$ cat src/rtl/adc_capture.sv
// Dual-channel ADC capture: sample-clock divider, offset-binary to two's complement
// conversion, power-of-two boxcar decimation and a small first-word-fall-through FIFO.
module adc_capture #(
    parameter int DW         = 12,
    parameter int CLK_DIV    = 4,
    parameter int CAP_PHASE  = 3,
    parameter int MAX_LOG2   = 7,
    parameter int FIFO_DEPTH = 4
) (
    input  logic                 sys_clk,
    input  logic                 rst_n,
    input  logic                 enable,
    input  logic [2:0]           decim_log2,
    input  logic                 ovf_clr,
    input  logic [DW-1:0]        ad1_data,
    input  logic [DW-1:0]        ad2_data,
    output logic                 ad1_clk,
    output logic                 ad2_clk,
    output logic                 m_valid,
    input  logic                 m_ready,
    output logic signed [DW-1:0] m_ch1,
    output logic signed [DW-1:0] m_ch2,
    output logic                 overflow
);

    localparam int DCW = (CLK_DIV > 1) ? $clog2(CLK_DIV) : 1;
    localparam int AW  = DW + MAX_LOG2;
    localparam int CW  = MAX_LOG2 + 1;
    localparam int FAW = (FIFO_DEPTH > 1) ? $clog2(FIFO_DEPTH) : 1;
    localparam int PW  = FAW + 1;

    function automatic logic signed [DW-1:0] to_signed(input logic [DW-1:0] raw);
        to_signed = {~raw[DW-1], raw[DW-2:0]};
    endfunction

    logic [DW-1:0]          r_ad1, r_ad2;
    logic [DCW-1:0]         r_div_cnt, w_div_nxt;
    logic                   r_ad_clk;
    logic                   w_strobe;
    logic [2:0]             r_k, w_k;
    logic [3:0]             w_dec_ext;
    logic [CW-1:0]          r_cnt, w_cnt_last;
    logic                   w_last;
    logic signed [DW-1:0]   w_smp1, w_smp2;
    logic signed [AW-1:0]   r_acc1, r_acc2, w_sum1, w_sum2;
    logic [DW-1:0]          w_res1, w_res2;
    logic                   r_res_vld;
    logic [2*DW-1:0]        r_res;
    logic [2*DW-1:0]        r_mem [FIFO_DEPTH];
    logic [PW-1:0]          r_wr_ptr, r_rd_ptr, w_count;
    logic                   w_full, w_empty, w_pop, w_push, w_drop;
    logic                   r_ovf;

    // Pin registers, sampled every cycle regardless of enable.
    always_ff @(posedge sys_clk or negedge rst_n) begin
        if (!rst_n) begin
            r_ad1 <= {DW{1'b0}};
            r_ad2 <= {DW{1'b0}};
        end else begin
            r_ad1 <= ad1_data;
            r_ad2 <= ad2_data;
        end
    end

    // Divider next state and capture strobe.
    always_comb begin
        w_div_nxt = {DCW{1'b0}};
        if (!enable) begin
            w_div_nxt = {DCW{1'b0}};
        end else if (r_div_cnt == DCW'(CLK_DIV - 1)) begin
            w_div_nxt = {DCW{1'b0}};
        end else begin
            w_div_nxt = r_div_cnt + DCW'(1);
        end
        w_strobe = enable && (r_div_cnt == DCW'(CAP_PHASE));
    end

    // ADC clock is registered from the next divider count so it lines up with div_cnt.
    always_ff @(posedge sys_clk or negedge rst_n) begin
        if (!rst_n) begin
            r_div_cnt <= {DCW{1'b0}};
            r_ad_clk  <= 1'b0;
        end else begin
            r_div_cnt <= w_div_nxt;
            r_ad_clk  <= enable && (w_div_nxt < DCW'(CLK_DIV / 2));
        end
    end

    // Block exponent is taken from the input only at the first strobe of a block.
    always_comb begin
        w_dec_ext = {1'b0, decim_log2};
        w_k       = r_k;
        if (r_cnt == {CW{1'b0}}) begin
            if (w_dec_ext > 4'(MAX_LOG2)) begin
                w_k = 3'(MAX_LOG2);
            end else begin
                w_k = decim_log2;
            end
        end else begin
            w_k = r_k;
        end
        w_cnt_last = (CW'(1) << w_k) - CW'(1);
        w_last     = (r_cnt == w_cnt_last);
        w_smp1     = to_signed(r_ad1);
        w_smp2     = to_signed(r_ad2);
        w_sum1     = r_acc1 + AW'(w_smp1);
        w_sum2     = r_acc2 + AW'(w_smp2);
        w_res1     = DW'(w_sum1 >>> w_k);
        w_res2     = DW'(w_sum2 >>> w_k);
    end

    // Accumulate; on the final strobe the accumulator restarts from zero.
    always_ff @(posedge sys_clk or negedge rst_n) begin
        if (!rst_n) begin
            r_acc1    <= {AW{1'b0}};
            r_acc2    <= {AW{1'b0}};
            r_cnt     <= {CW{1'b0}};
            r_k       <= 3'd0;
            r_res_vld <= 1'b0;
            r_res     <= {(2*DW){1'b0}};
        end else begin
            r_res_vld <= w_strobe && w_last;
            if (w_strobe && w_last) begin
                r_res <= {w_res1, w_res2};
            end
            if (!enable) begin
                r_acc1 <= {AW{1'b0}};
                r_acc2 <= {AW{1'b0}};
                r_cnt  <= {CW{1'b0}};
            end else if (w_strobe) begin
                r_k <= w_k;
                if (w_last) begin
                    r_acc1 <= {AW{1'b0}};
                    r_acc2 <= {AW{1'b0}};
                    r_cnt  <= {CW{1'b0}};
                end else begin
                    r_acc1 <= w_sum1;
                    r_acc2 <= w_sum2;
                    r_cnt  <= r_cnt + CW'(1);
                end
            end
        end
    end

    // FIFO status; a pop in the same cycle frees room for a push into a full FIFO.
    always_comb begin
        w_count = r_wr_ptr - r_rd_ptr;
        w_empty = (r_wr_ptr == r_rd_ptr);
        w_full  = (w_count == PW'(FIFO_DEPTH));
        w_pop   = !w_empty && m_ready;
        w_push  = r_res_vld && (!w_full || w_pop);
        w_drop  = r_res_vld && w_full && !w_pop;
    end

    // FIFO storage and pointers.
    always_ff @(posedge sys_clk or negedge rst_n) begin
        if (!rst_n) begin
            r_wr_ptr <= {PW{1'b0}};
            r_rd_ptr <= {PW{1'b0}};
            for (int i = 0; i < FIFO_DEPTH; i++) begin
                r_mem[i] <= {(2*DW){1'b0}};
            end
        end else begin
            if (w_push) begin
                r_mem[r_wr_ptr[FAW-1:0]] <= r_res;
                r_wr_ptr <= r_wr_ptr + PW'(1);
            end
            if (w_pop) begin
                r_rd_ptr <= r_rd_ptr + PW'(1);
            end
        end
    end

    // Sticky overflow; a drop in the same cycle wins over the clear.
    always_ff @(posedge sys_clk or negedge rst_n) begin
        if (!rst_n) begin
            r_ovf <= 1'b0;
        end else if (w_drop) begin
            r_ovf <= 1'b1;
        end else if (ovf_clr) begin
            r_ovf <= 1'b0;
        end
    end

    assign ad1_clk        = r_ad_clk;
    assign ad2_clk        = r_ad_clk;
    assign m_valid        = !w_empty;
    assign {m_ch1, m_ch2} = r_mem[r_rd_ptr[FAW-1:0]];
    assign overflow       = r_ovf;

endmodule

$ cat config.mk
export PLATFORM = sky130hd
export DESIGN_NAME = adc_capture
export DESIGN_NICKNAME = d
export VERILOG_FILES = /design/src/rtl/adc_capture.sv
export SDC_FILE = /design/constraint.sdc
export NUM_CORES = 1
export LEC_CHECK = 0
export CAP_MARGIN = 20
export CELL_PAD_IN_SITES_DETAIL_PLACEMENT = 1
export CELL_PAD_IN_SITES_GLOBAL_PLACEMENT = 2
export CORE_MARGIN = 1.5
export CORE_UTILIZATION = 41
export CTS_CLUSTER_DIAMETER = 80
export DETAILED_ROUTE_END_ITERATION = 6
export GPL_TIMING_DRIVEN = 0
export PLACE_DENSITY = 0.82
export SYNTH_ARGS = -nofsm -noshare
export SYNTH_HDL_FRONTEND = slang
export SYNTH_SLANG_ARGS = --single-unit
export TNS_END_PERCENT = 20
$ cat constraint.sdc
create_clock -name sys_clk -period 4.5 [get_ports sys_clk]
set_input_delay 1.35 -clock sys_clk [delete_from_list [all_inputs] [get_ports sys_clk]]
set_output_delay 1.35 -clock sys_clk [all_outputs]
set_load 0.02 [all_outputs]
==> run_results.csv, run 1 <==
group,metric,value,unit
clock_network,cts_tree,"done",
sta,slew_headroom,33.2,%
routing,avgRoutedWirePerCell,21.5,um
sta,finalSetupTns,0,ns
critical_path,criticalPathCategory,"in2reg",
die,die_area,0.0296,mm2
power_and_ir_drop,p_per_area,370,mW/mm2
critical_path,r2r-end,"r_res[9]",
clock_network,cts_hold_buffers,0,
placement,io_buffers,59,
critical_path,startpoint_type,"primary input",
routing,drtIter0Drc,528,
sta,timing.fmax,233,MHz
sta,finalSetupViolCount,0,
placement,gp_congestion,0.870,
clock_network,clock_tree.buffer_depth,3,
finish,final_cells,1587,
critical_path,critPathArrivalTime,4.71,ns
synthesis,synth_cell_type_count,84,
global_routing,grt_pass1_vias,9842,
synthesis,synthFlopType,"dfrtp_1",
clock_network,numCtsBuffers,25,
synthesis,syn-num-nets,1176,
die,start_util,41.9,%
routing,num_vias,9321,
synthesis,synth-seq-cells,204,
global_routing,grt_usage,23.8,%
die,rows,61,
die,ios,60,
finish,area_growth,18.1,%
critical_path,r2r_slack,0.25,ns
sta,rsz0062_at_grt,"false",
finish,fillers,3037,
global_routing,antenna_found_initial,0,
global_routing,grt-ovfl-total,0,
critical_path,path_max_fanout,10,
finish,stdcell_area,0.0138,mm2
hold_path,hold_depth,1,
finish,antenna_cells,0,
routing,viasPerCell,5.87,
status,outcome,"completed",
clock_network,insertion_delay,0.55,ns
synthesis,syn_inst,1095,
finish,fin_util,49.5,%
placement,dpl.hpwl,24.6,mm
critical_path,reg2reg_from,"r_cnt[0]",
hold_path,hp-start,"r_div_cnt[0]",
critical_path,cpLargestDelayFamily,"buffers and inverters",
global_routing,grt_start_max_net_pins,114,
finish,final_common_cell,"dfrtp_1",
routing,dr.pass1.iters,4,
placement,placed_area,0.0128,mm2
clock_network,clkSinkCount,204,
critical_path,crit_slowest_cell,"clkdlybuf4s50_1",
sta,finClkSkew,0.0180,ns
placement,dp.cells,1533,
finish,layout_common_cells,"dfrtp_1 (203), mux2_2 (97), nand2_1 (91), o21ai_0 (63), nor2_1 (59)",
routing,drt_wl_total,34.1,mm
sta,worst_pin_slew,0.996,ns
critical_path,crit_top_cell,"nand3_1",
synthesis,avgSynthCellArea,10.7,um2
critical_path,end_kind,"flip-flop",
sta,period_minus_slack,4.30,ns
power_and_ir_drop,ir_worst_vdd,321,uV
sta,hold_violations,0,
hold_path,hp-class,"reg2reg",
die,die_w,172,um
critical_path,reg2regPathDepth,16,
clock_network,cts-root-buf,"clkbuf_16",
synthesis,async_flop_share,100,%
sta,slew_violations,0,
routing,final_antenna_net_count,0,
finish,nNetsFinal,1271,
routing,drc,0,
synthesis,synth_edf_count,0,
flow_run,max_cap_viol_count,0,
critical_path,cp_cell_sequence,"clkdlybuf4s50_1, nand3_1, and2_2, clkbuf_8, clkbuf_4, nand3_1, ha_1, xnor2_1, a211o_1, a211oi_4, nand4_4, clkbuf_2, a221oi_2, a21oi_1",
power_and_ir_drop,p_leak,0.00636,uW
clock_network,clk_pin_slew,0.06,ns
critical_path,cp.buffers_inverters,4,
synthesis,syn_area,0.0117,mm2
global_routing,grt_first_pass_wirelength,54.7,mm
critical_path,cpPeakStageDelay,0.56,ns
sta,post-route-period-util,95.6,%
die,core_area,0.0279,mm2
synthesis,seq_area_frac_synth,43.6,%
clock_network,htreeDepth,1,
finish,drive_gt1_share,18.4,%
critical_path,crit_required,4.91,ns
hold_path,hold_end,"r_div_cnt[0]",
synthesis,synth_warnings,0,
die,die_h,172,um
kinds of logic (layout without fill, tap and decap cells):
logic type,count (synthesis),count (layout),share of synthesized area (%)
and+or+nand+nor,289,289,12.3
muxes,144,144,16.0
AOI/OAI and AO/OA,287,287,17.0
DFF,204,204,43.6
buffers and inverters,87,201,3.08
xor gates and xnor gates,35,35,2.68
adders and majority gates,49,49,5.36
how the worst max path moves through the flow:
stage	from	to	slack, ns	cells past startpoint
global route	r_cnt[0]	r_cnt[4]	0.0003	18
global placement	rst_n	r_ad1[3]	-6.77	1
finish	decim_log2[2]	r_res[9]	0.20	14
detailed placement	decim_log2[2]	r_cnt[0]	-1.28	14
floorplan	decim_log2[2]	r_res[12]	0.38	13
CTS	r_rd_ptr[1]	m_valid	0.009	6
power by group:
group	leakage (uW)	internal, uW	switching (uW)
clock	0.000433	1260	830
combinational	0.00316	409	672
sequential	0.00276	1890	45.4
total	0.00636	3570	1550
per-layer routing:
layer  up-vias  GRT usage, %  wire [um]
met5         -             0          0
met4         0          5.82        686
met3        48          3.23       1380
met2       216          39.9      16000
met1      4753          32.5      15900
li1       4304             -          -
per-stage QoR:
| step | power, uW | hold WS (ns) | worst slack, ns |
|---|---|---|---|
| after floorplan | 2670 | 0.408 | 0.383 |
| after global placement | 3010 | 0.429 | -6.77 |
| after detailed placement | 3020 | 0.439 | -1.28 |
| after CTS | 5170 | 0.447 | 0.00894 |
| after global routing | 5360 | 0.457 | 0.000263 |
| final | 5110 | 0.441 | 0.200 |
cells in the mapped netlist, types with 4 or more instances:
master	count	area, um2
a2111oi_0	4	35.0
a211oi_1	17	128
a21boi_0	5	37.5
a21o_1	23	173
a21oi_1	47	235
a221oi_1	4	35.0
a22o_1	23	201
a311oi_1	4	35.0
a31oi_1	11	68.8
and2_1	14	87.6
and3_1	14	87.6
and4_1	4	35.0
buf_2	11	55.1
clkbuf_1	47	176
dfrtp_1	204	5100
ha_1	47	588
inv_1	19	71.3
mux2_2	97	1090
mux2i_1	22	220
mux4_2	25	563
nand2_1	92	345
nand3_1	33	165
nand4_1	8	50.1
nor2_1	59	221
nor2b_1	9	56.3
nor3_1	26	130
nor4_1	4	25.0
o211ai_1	11	82.6
o21a_1	7	52.6
o21ai_0	63	315
o21bai_1	6	45.0
o22a_1	4	35.0
o22ai_1	4	25.0
o31ai_1	7	52.6
or3_1	5	31.3
xnor2_1	21	184
xor2_1	13	114
timing repair:
| action | CTS | global route |
|---|---|---|
| pin swaps | 2 | 2 |
| buffers inserted | 2 | 6 |
| resized for setup | 25 | 11 |
| setup endpoints to repair | 90 | 69 |
final cells by class:
cell class,count,area (um2),share of cell area (%)
multi-input combinational,804,6290,45.5
sequential,204,5110,36.9
clock buffer,38,785,5.67
timing repair buffer,68,682,4.93
tap,378,473,3.42
buffer,66,327,2.36
clock inverter,8,86.3,0.624
inverter,21,83.8,0.606
registers in the layout, summed over array words and instances, names as in the netlist:
signal / cells
r_mem: 96
r_res: 24
r_acc1: 19
r_acc2: 19
r_ad1: 12
r_ad2: 12
r_cnt: 8
r_k: 3
r_rd_ptr: 3
r_wr_ptr: 3
r_div_cnt: 2
ad1_clk: 1
overflow: 1
r_res_vld: 1
Power figures use the tool's default switching activity.
==> run 2, diff against run 1 <==
--- a/config.mk
+++ b/config.mk
@@ -7,13 +7,13 @@
 export LEC_CHECK = 0
 export CAP_MARGIN = 20
 export CELL_PAD_IN_SITES_DETAIL_PLACEMENT = 1
-export CELL_PAD_IN_SITES_GLOBAL_PLACEMENT = 2
+export CELL_PAD_IN_SITES_GLOBAL_PLACEMENT = 1
 export CORE_MARGIN = 1.5
-export CORE_UTILIZATION = 41
+export CORE_UTILIZATION = 35
 export CTS_CLUSTER_DIAMETER = 80
 export DETAILED_ROUTE_END_ITERATION = 6
 export GPL_TIMING_DRIVEN = 0
-export PLACE_DENSITY = 0.82
+export PLACE_DENSITY = 0.62
 export SYNTH_ARGS = -nofsm -noshare
 export SYNTH_HDL_FRONTEND = slang
 export SYNTH_SLANG_ARGS = --single-unit
==> run 2 against run 1 <==
Compared with the run above: sequential power barely moved; register-to-register slack got worse by 0.05 ns; largest cell class unchanged; global-route usage fell by 3.7 points; via count fell by 0.69%; die area rose by 17%; sequential share of layout area fell by 0.25 points; clock skew fell by 0.0027 ns; critical path depth rose by 2; combinational power barely moved.
==> run_results.csv, run 2 (same netlist as run 1, synthesis figures left out) <==
group,metric,value,unit
status,outcome,"completed",
finish,fin_util,42.6,%
clock_network,clock_tree.buffer_depth,3,
global_routing,antenna_found_initial,0,
routing,final_antenna_net_count,0,
placement,dp.cells,1598,
sta,finClkSkew,0.0153,ns
die,core_area,0.0327,mm2
routing,m1WireLength,16.1,mm
critical_path,end_kind,"flip-flop",
global_routing,grt_pass1_vias,9526,
sta,holdWs,0.442,ns
routing,dr.pass1.iters,6,
critical_path,crit_slowest_cell,"clkdlybuf4s50_1",
critical_path,setup.worst_path.end,"r_res[9]",
hold_path,hp-class,"reg2reg",
clock_network,cts-root-buf,"clkbuf_16",
critical_path,path_max_fanout,10,
sta,worst_pin_slew,0.936,ns
power_and_ir_drop,p_per_area,369,mW/mm2
sta,slew_headroom,37.2,%
flow_run,max_cap_viol_count,0,
finish,nNetsFinal,1270,
clock_network,htreeDepth,1,
critical_path,cpLargestDelayFamily,"buffers and inverters",
die,rows,66,
finish,largest_register,"r_mem",
critical_path,cp.buffers_inverters,6,
sta,finalSetupViolCount,0,
sta,post-route-period-util,96.8,%
finish,final_cells,1650,
placement,gp_congestion,0.875,
routing,routed.top_layer,"met4",
sta,timing.fmax,229,MHz
finish,largest_register_ffs,96,
global_routing,grt_first_pass_wirelength,54.5,mm
clock_network,clk_pin_slew,0.06,ns
finish,largestRegisters,"r_mem (96), r_res (24)",
critical_path,crit_top_cell,"nand3_1",
die,die_w,186,um
finish,stdcell_area,0.0139,mm2
routing,viasPerCell,5.61,
sta,slew_violations,0,
finish,layout_common_cells,"dfrtp_1 (204), mux2_2 (97), nand2_1 (91), o21ai_0 (63), nor2_1 (59)",
critical_path,crit_path_start,"decim_log2[2]",
clock_network,insertion_delay,0.54,ns
critical_path,reg2reg_from,"r_cnt[0]",
critical_path,cp_cell_sequence,"clkdlybuf4s50_1, nand3_1, and2_2, clkbuf_8, clkbuf_4, nand3_1, ha_1, xnor2_1, a211o_1, a211oi_4, nand4_4, inv_4, buf_6, buf_4, nor2_1, a21oi_1",
die,die_h,186,um
global_routing,grt_start_max_net_pins,115,
sta,hold_violations,0,
clock_network,clkSinkCount,204,
die,start_util,35.8,%
die,ios,60,
routing,wl_met2,15.8,mm
finish,area_growth,18.9,%
clock_network,cts_tree,"done",
die,die_area,0.0346,mm2
power_and_ir_drop,ir_worst_vdd,256,uV
critical_path,r2r-end,"r_res[9]",
critical_path,crit_required,4.96,ns
finish,antenna_cells,0,
routing,avgRoutedWirePerCell,20.6,um
placement,io_buffers,59,
routing,num_vias,9257,
placement,dpl.hpwl,24.8,mm
routing,drt_wl_total,34.0,mm
routing,drtIter0Drc,549,
critical_path,startpoint_type,"primary input",
finish,drive_gt1_share,18.3,%
power_and_ir_drop,power.total,5130,uW
sta,period_minus_slack,4.36,ns
critical_path,r2r_slack,0.20,ns
critical_path,criticalPathCategory,"in2reg",
placement,placed_area,0.0129,mm2
critical_path,reg2regPathDepth,18,
finish,fillers,3603,
global_routing,grt_usage,20.1,%
clock_network,numCtsBuffers,25,
routing,drc,0,
hold_path,hold_depth,1,
global_routing,grt-ovfl-total,0,
power_and_ir_drop,p_leak,0.00634,uW
critical_path,cp.depth,16,
critical_path,critPathArrivalTime,4.82,ns
sta,rsz0062_at_grt,"false",
critical_path,cpPeakStageDelay,0.51,ns
routing,wl_met3,1.40,mm
finish,final_common_cell,"dfrtp_1",
==> run 2: stage by stage <==
| stage | setup slack (ns) | setup TNS (ns) |
|---|---|---|
| 3_3_place_gp | -7.10 | -1524.99 |
| 2_1_floorplan | 0.383 | 0 |
| 6_report | 0.142 | 0 |
| 5_1_grt | 0.00360 | 0 |
| 3_5_place_dp | -1.34 | -81.10 |
| 4_1_cts | 0.0124 | 0 |
==> run 2: what timing repair did <==
action / CTS / global route
hold buffers: 0 / 0
resized for setup: 23 / 10
setup endpoints to repair: 90 / 49
buffers inserted: 1 / 5
endpoints found under the hold margin: 0 / 0
pin swaps: 2 / 3
gates cloned: 0 / 0
==> run 2: layout make-up <==
type / instances / area, um2 / area share [%]
Buffer: 66 / 328 / 2.36
Clock buffer: 32 / 692 / 4.97
Clock inverter: 14 / 179 / 1.29
Inverter: 21 / 81.3 / 0.584
Multi-Input combinational cell: 804 / 6290 / 45.2
Sequential cell: 204 / 5100 / 36.7
Tap cell: 442 / 553 / 3.97
Timing Repair Buffer: 67 / 694 / 4.99
==> run 2: how the worst min path moves through the flow <==
| stage | startpoint | to | slack (ns) |
|---|---|---|---|
| after CTS | r_div_cnt[0] | r_div_cnt[0] | 0.45 |
| after global placement | r_div_cnt[0] | r_div_cnt[0] | 0.42 |
| after detailed placement | r_div_cnt[0] | r_div_cnt[0] | 0.43 |
| after global routing | r_div_cnt[0] | r_div_cnt[0] | 0.47 |
| after floorplan | r_div_cnt[0] | r_div_cnt[0] | 0.41 |
| final | r_div_cnt[0] | r_div_cnt[0] | 0.44 |
==> run 2: metal layers <==
layer  vias up  track usage (%)
li1       4309                -
met1      4675             28.0
met2       218             33.5
met3        55             2.25
met4         0             4.71
met5         -                0
==> run 2: report_power, final <==
part	internal, uW	switching [uW]	total [uW]
registers	1890	45.8	1940
clock network	1270	835	2110
logic	410	674	1080
total	3580	1560	5130
==> run 3, diff against run 2 <==
--- a/config.mk
+++ b/config.mk
@@ -14,6 +14,7 @@
 export DETAILED_ROUTE_END_ITERATION = 6
 export GPL_TIMING_DRIVEN = 0
 export PLACE_DENSITY = 0.62
+export SKIP_LAST_GASP = 1
 export SYNTH_ARGS = -nofsm -noshare
 export SYNTH_HDL_FRONTEND = slang
 export SYNTH_SLANG_ARGS = --single-unit
==> run 3 against run 2 <==
Compared with the run above: cell count unchanged; clock power about the same; maximum frequency down 0.14%; first-iteration DRC count up 2.0%; largest cell class unchanged; non-clock buffer count is the same.
==> run_results.csv, run 3 (same netlist as run 1, synthesis figures left out) <==
group,metric,value,unit
critical_path,r2r_slack,0.19,ns
die,ios,60,
placement,dp.cells,1598,
flow_run,max_cap_viol_count,0,
die,start_util,35.8,%
power_and_ir_drop,combPwrFrac,21.1,%
power_and_ir_drop,p_leak,0.00635,uW
finish,fin_util,42.6,%
status,outcome,"completed",
routing,avgRoutedWirePerCell,20.6,um
routing,dr.pass1.iters,6,
placement,io_buffers,59,
global_routing,grt_pass1_vias,9519,
placement,dpl.hpwl,24.8,mm
hold_path,hold_depth,1,
critical_path,cpPeakStageDelay,0.51,ns
critical_path,critPathArrivalTime,4.82,ns
finish,antenna_cells,0,
power_and_ir_drop,power.total,5130,uW
die,core_area,0.0327,mm2
critical_path,crit_required,4.96,ns
sta,holdWs,0.442,ns
sta,timing.fmax,229,MHz
sta,slew_headroom,37.0,%
sta,worst_pin_slew,0.938,ns
critical_path,reg2regPathDepth,18,
power_and_ir_drop,p_sw_share,30.3,%
die,die_w,186,um
global_routing,grt-ovfl-total,0,
routing,viasPerCell,5.60,
routing,drtIter0Drc,560,
critical_path,crit_slowest_cell,"clkdlybuf4s50_1",
finish,nNetsFinal,1270,
sta,rsz0062_at_grt,"false",
sta,post-route-period-util,97.0,%
sta,finClkSkew,0.0167,ns
critical_path,setup.worst_path.end,"r_res[9]",
global_routing,antenna_found_initial,0,
clock_network,numCtsBuffers,25,
critical_path,reg2reg_from,"r_cnt[0]",
finish,final_cells,1650,
power_and_ir_drop,intPower,3580,uW
critical_path,cp.depth,16,
power_and_ir_drop,seqPwrFrac,37.8,%
clock_network,clk_pin_slew,0.06,ns
routing,wl_met3,1.37,mm
routing,m1WireLength,16.2,mm
critical_path,cpLargestDelayFamily,"buffers and inverters",
critical_path,startpoint_type,"primary input",
routing,routed.top_layer,"met4",
sta,hold_violations,0,
critical_path,path_max_fanout,10,
clock_network,cts-root-buf,"clkbuf_16",
clock_network,insertion_delay,0.54,ns
clock_network,htreeDepth,1,
routing,drc,0,
global_routing,grt_first_pass_wirelength,54.5,mm
sta,slew_violations,0,
sta,finalSetupViolCount,0,
clock_network,clkSinkCount,204,
power_and_ir_drop,p_sw,1560,uW
global_routing,grt_usage,20.1,%
power_and_ir_drop,p_per_area,369,mW/mm2
finish,largest_register_ffs,96,
critical_path,end_kind,"flip-flop",
clock_network,cts_hold_buffers,0,
critical_path,cp_cell_sequence,"clkdlybuf4s50_1, nand3_1, and2_2, clkbuf_8, clkbuf_4, nand3_1, ha_1, xnor2_1, a211o_1, a211oi_4, nand4_4, inv_4, buf_6, buf_4, nor2_1, a21oi_1",
placement,gp_congestion,0.875,
finish,largestRegisters,"r_mem (96), r_res (24)",
finish,drive_gt1_share,18.3,%
critical_path,criticalPathCategory,"in2reg",
critical_path,r2r-end,"r_res[9]",
finish,layout_common_cells,"dfrtp_1 (204), mux2_2 (97), nand2_1 (91), o21ai_0 (63), nor2_1 (59)",
clock_network,cts_tree,"done",
hold_path,hp-class,"reg2reg",
finish,area_growth,18.9,%
power_and_ir_drop,ir_worst_vdd,256,uV
die,die_h,186,um
finish,largest_register,"r_mem",
critical_path,cp.buffers_inverters,6,
routing,final_antenna_net_count,0,
routing,drt_wl_total,34.0,mm
sta,period_minus_slack,4.36,ns
routing,num_vias,9247,
routing,wl_met2,15.8,mm
clock_network,clock_tree.buffer_depth,3,
critical_path,crit_path_start,"decim_log2[2]",
power_and_ir_drop,power_frac_clock,41.1,%
global_routing,grt_start_max_net_pins,115,
critical_path,crit_top_cell,"nand3_1",
die,rows,66,
die,die_area,0.0346,mm2
finish,final_common_cell,"dfrtp_1",
## run 3: cell type report
cell class | count | area (um2)
multi-input cells | 804 | 6290
clock buffers | 32 | 692
well taps | 442 | 553
fillers | 3603 | 18800
plain buffers | 66 | 328
clock inverters | 14 | 179
inverters | 21 | 81.3
flip-flops and latches | 204 | 5100
repair buffers | 67 | 698
## run 3: how the worst min path moves through the flow
stage	from	to	slack, ns
2_1_floorplan	r_div_cnt[0]	r_div_cnt[0]	0.41
3_3_place_gp	r_div_cnt[0]	r_div_cnt[0]	0.42
3_5_place_dp	r_div_cnt[0]	r_div_cnt[0]	0.43
4_1_cts	r_div_cnt[0]	r_div_cnt[0]	0.45
5_1_grt	r_div_cnt[0]	r_div_cnt[0]	0.47
6_report	r_div_cnt[0]	r_div_cnt[0]	0.44
## run 3: timing repair
action | in CTS | in global routing
buffers inserted | 1 | 5
setup endpoints to repair | 90 | 49
pin swaps | 2 | 3
gates resized for setup | 22 | 11
## run 3: stage by stage
step                      setup WS, ns  instance area [um2]  setup TNS (ns)
after detailed placement         -1.34                12900          -81.10
after global routing           0.00360                13900               0
final                            0.136                13900               0
after CTS                      -0.0119                13900         -0.0155
after global placement           -7.10                12900        -1524.99
after floorplan                  0.383                11700               0
## run 3: routing by layer
metal / up-vias / GRT usage (%)
li1: 4305 / -
met1: 4680 / 28.1
met2: 208 / 33.4
met3: 54 / 2.25
met4: 0 / 4.71
met5: - / 0
## run 3: power by group through the flow
stage | clock (uW) | combinational [uW] | sequential (uW)
6_report | 2110 | 1080 | 1940
4_1_cts | 2180 | 1090 | 1940
2_1_floorplan | 0 | 709 | 1960
3_5_place_dp | 0 | 1060 | 1970
5_1_grt | 2250 | 1190 | 1950
3_3_place_gp | 0 | 1040 | 1970
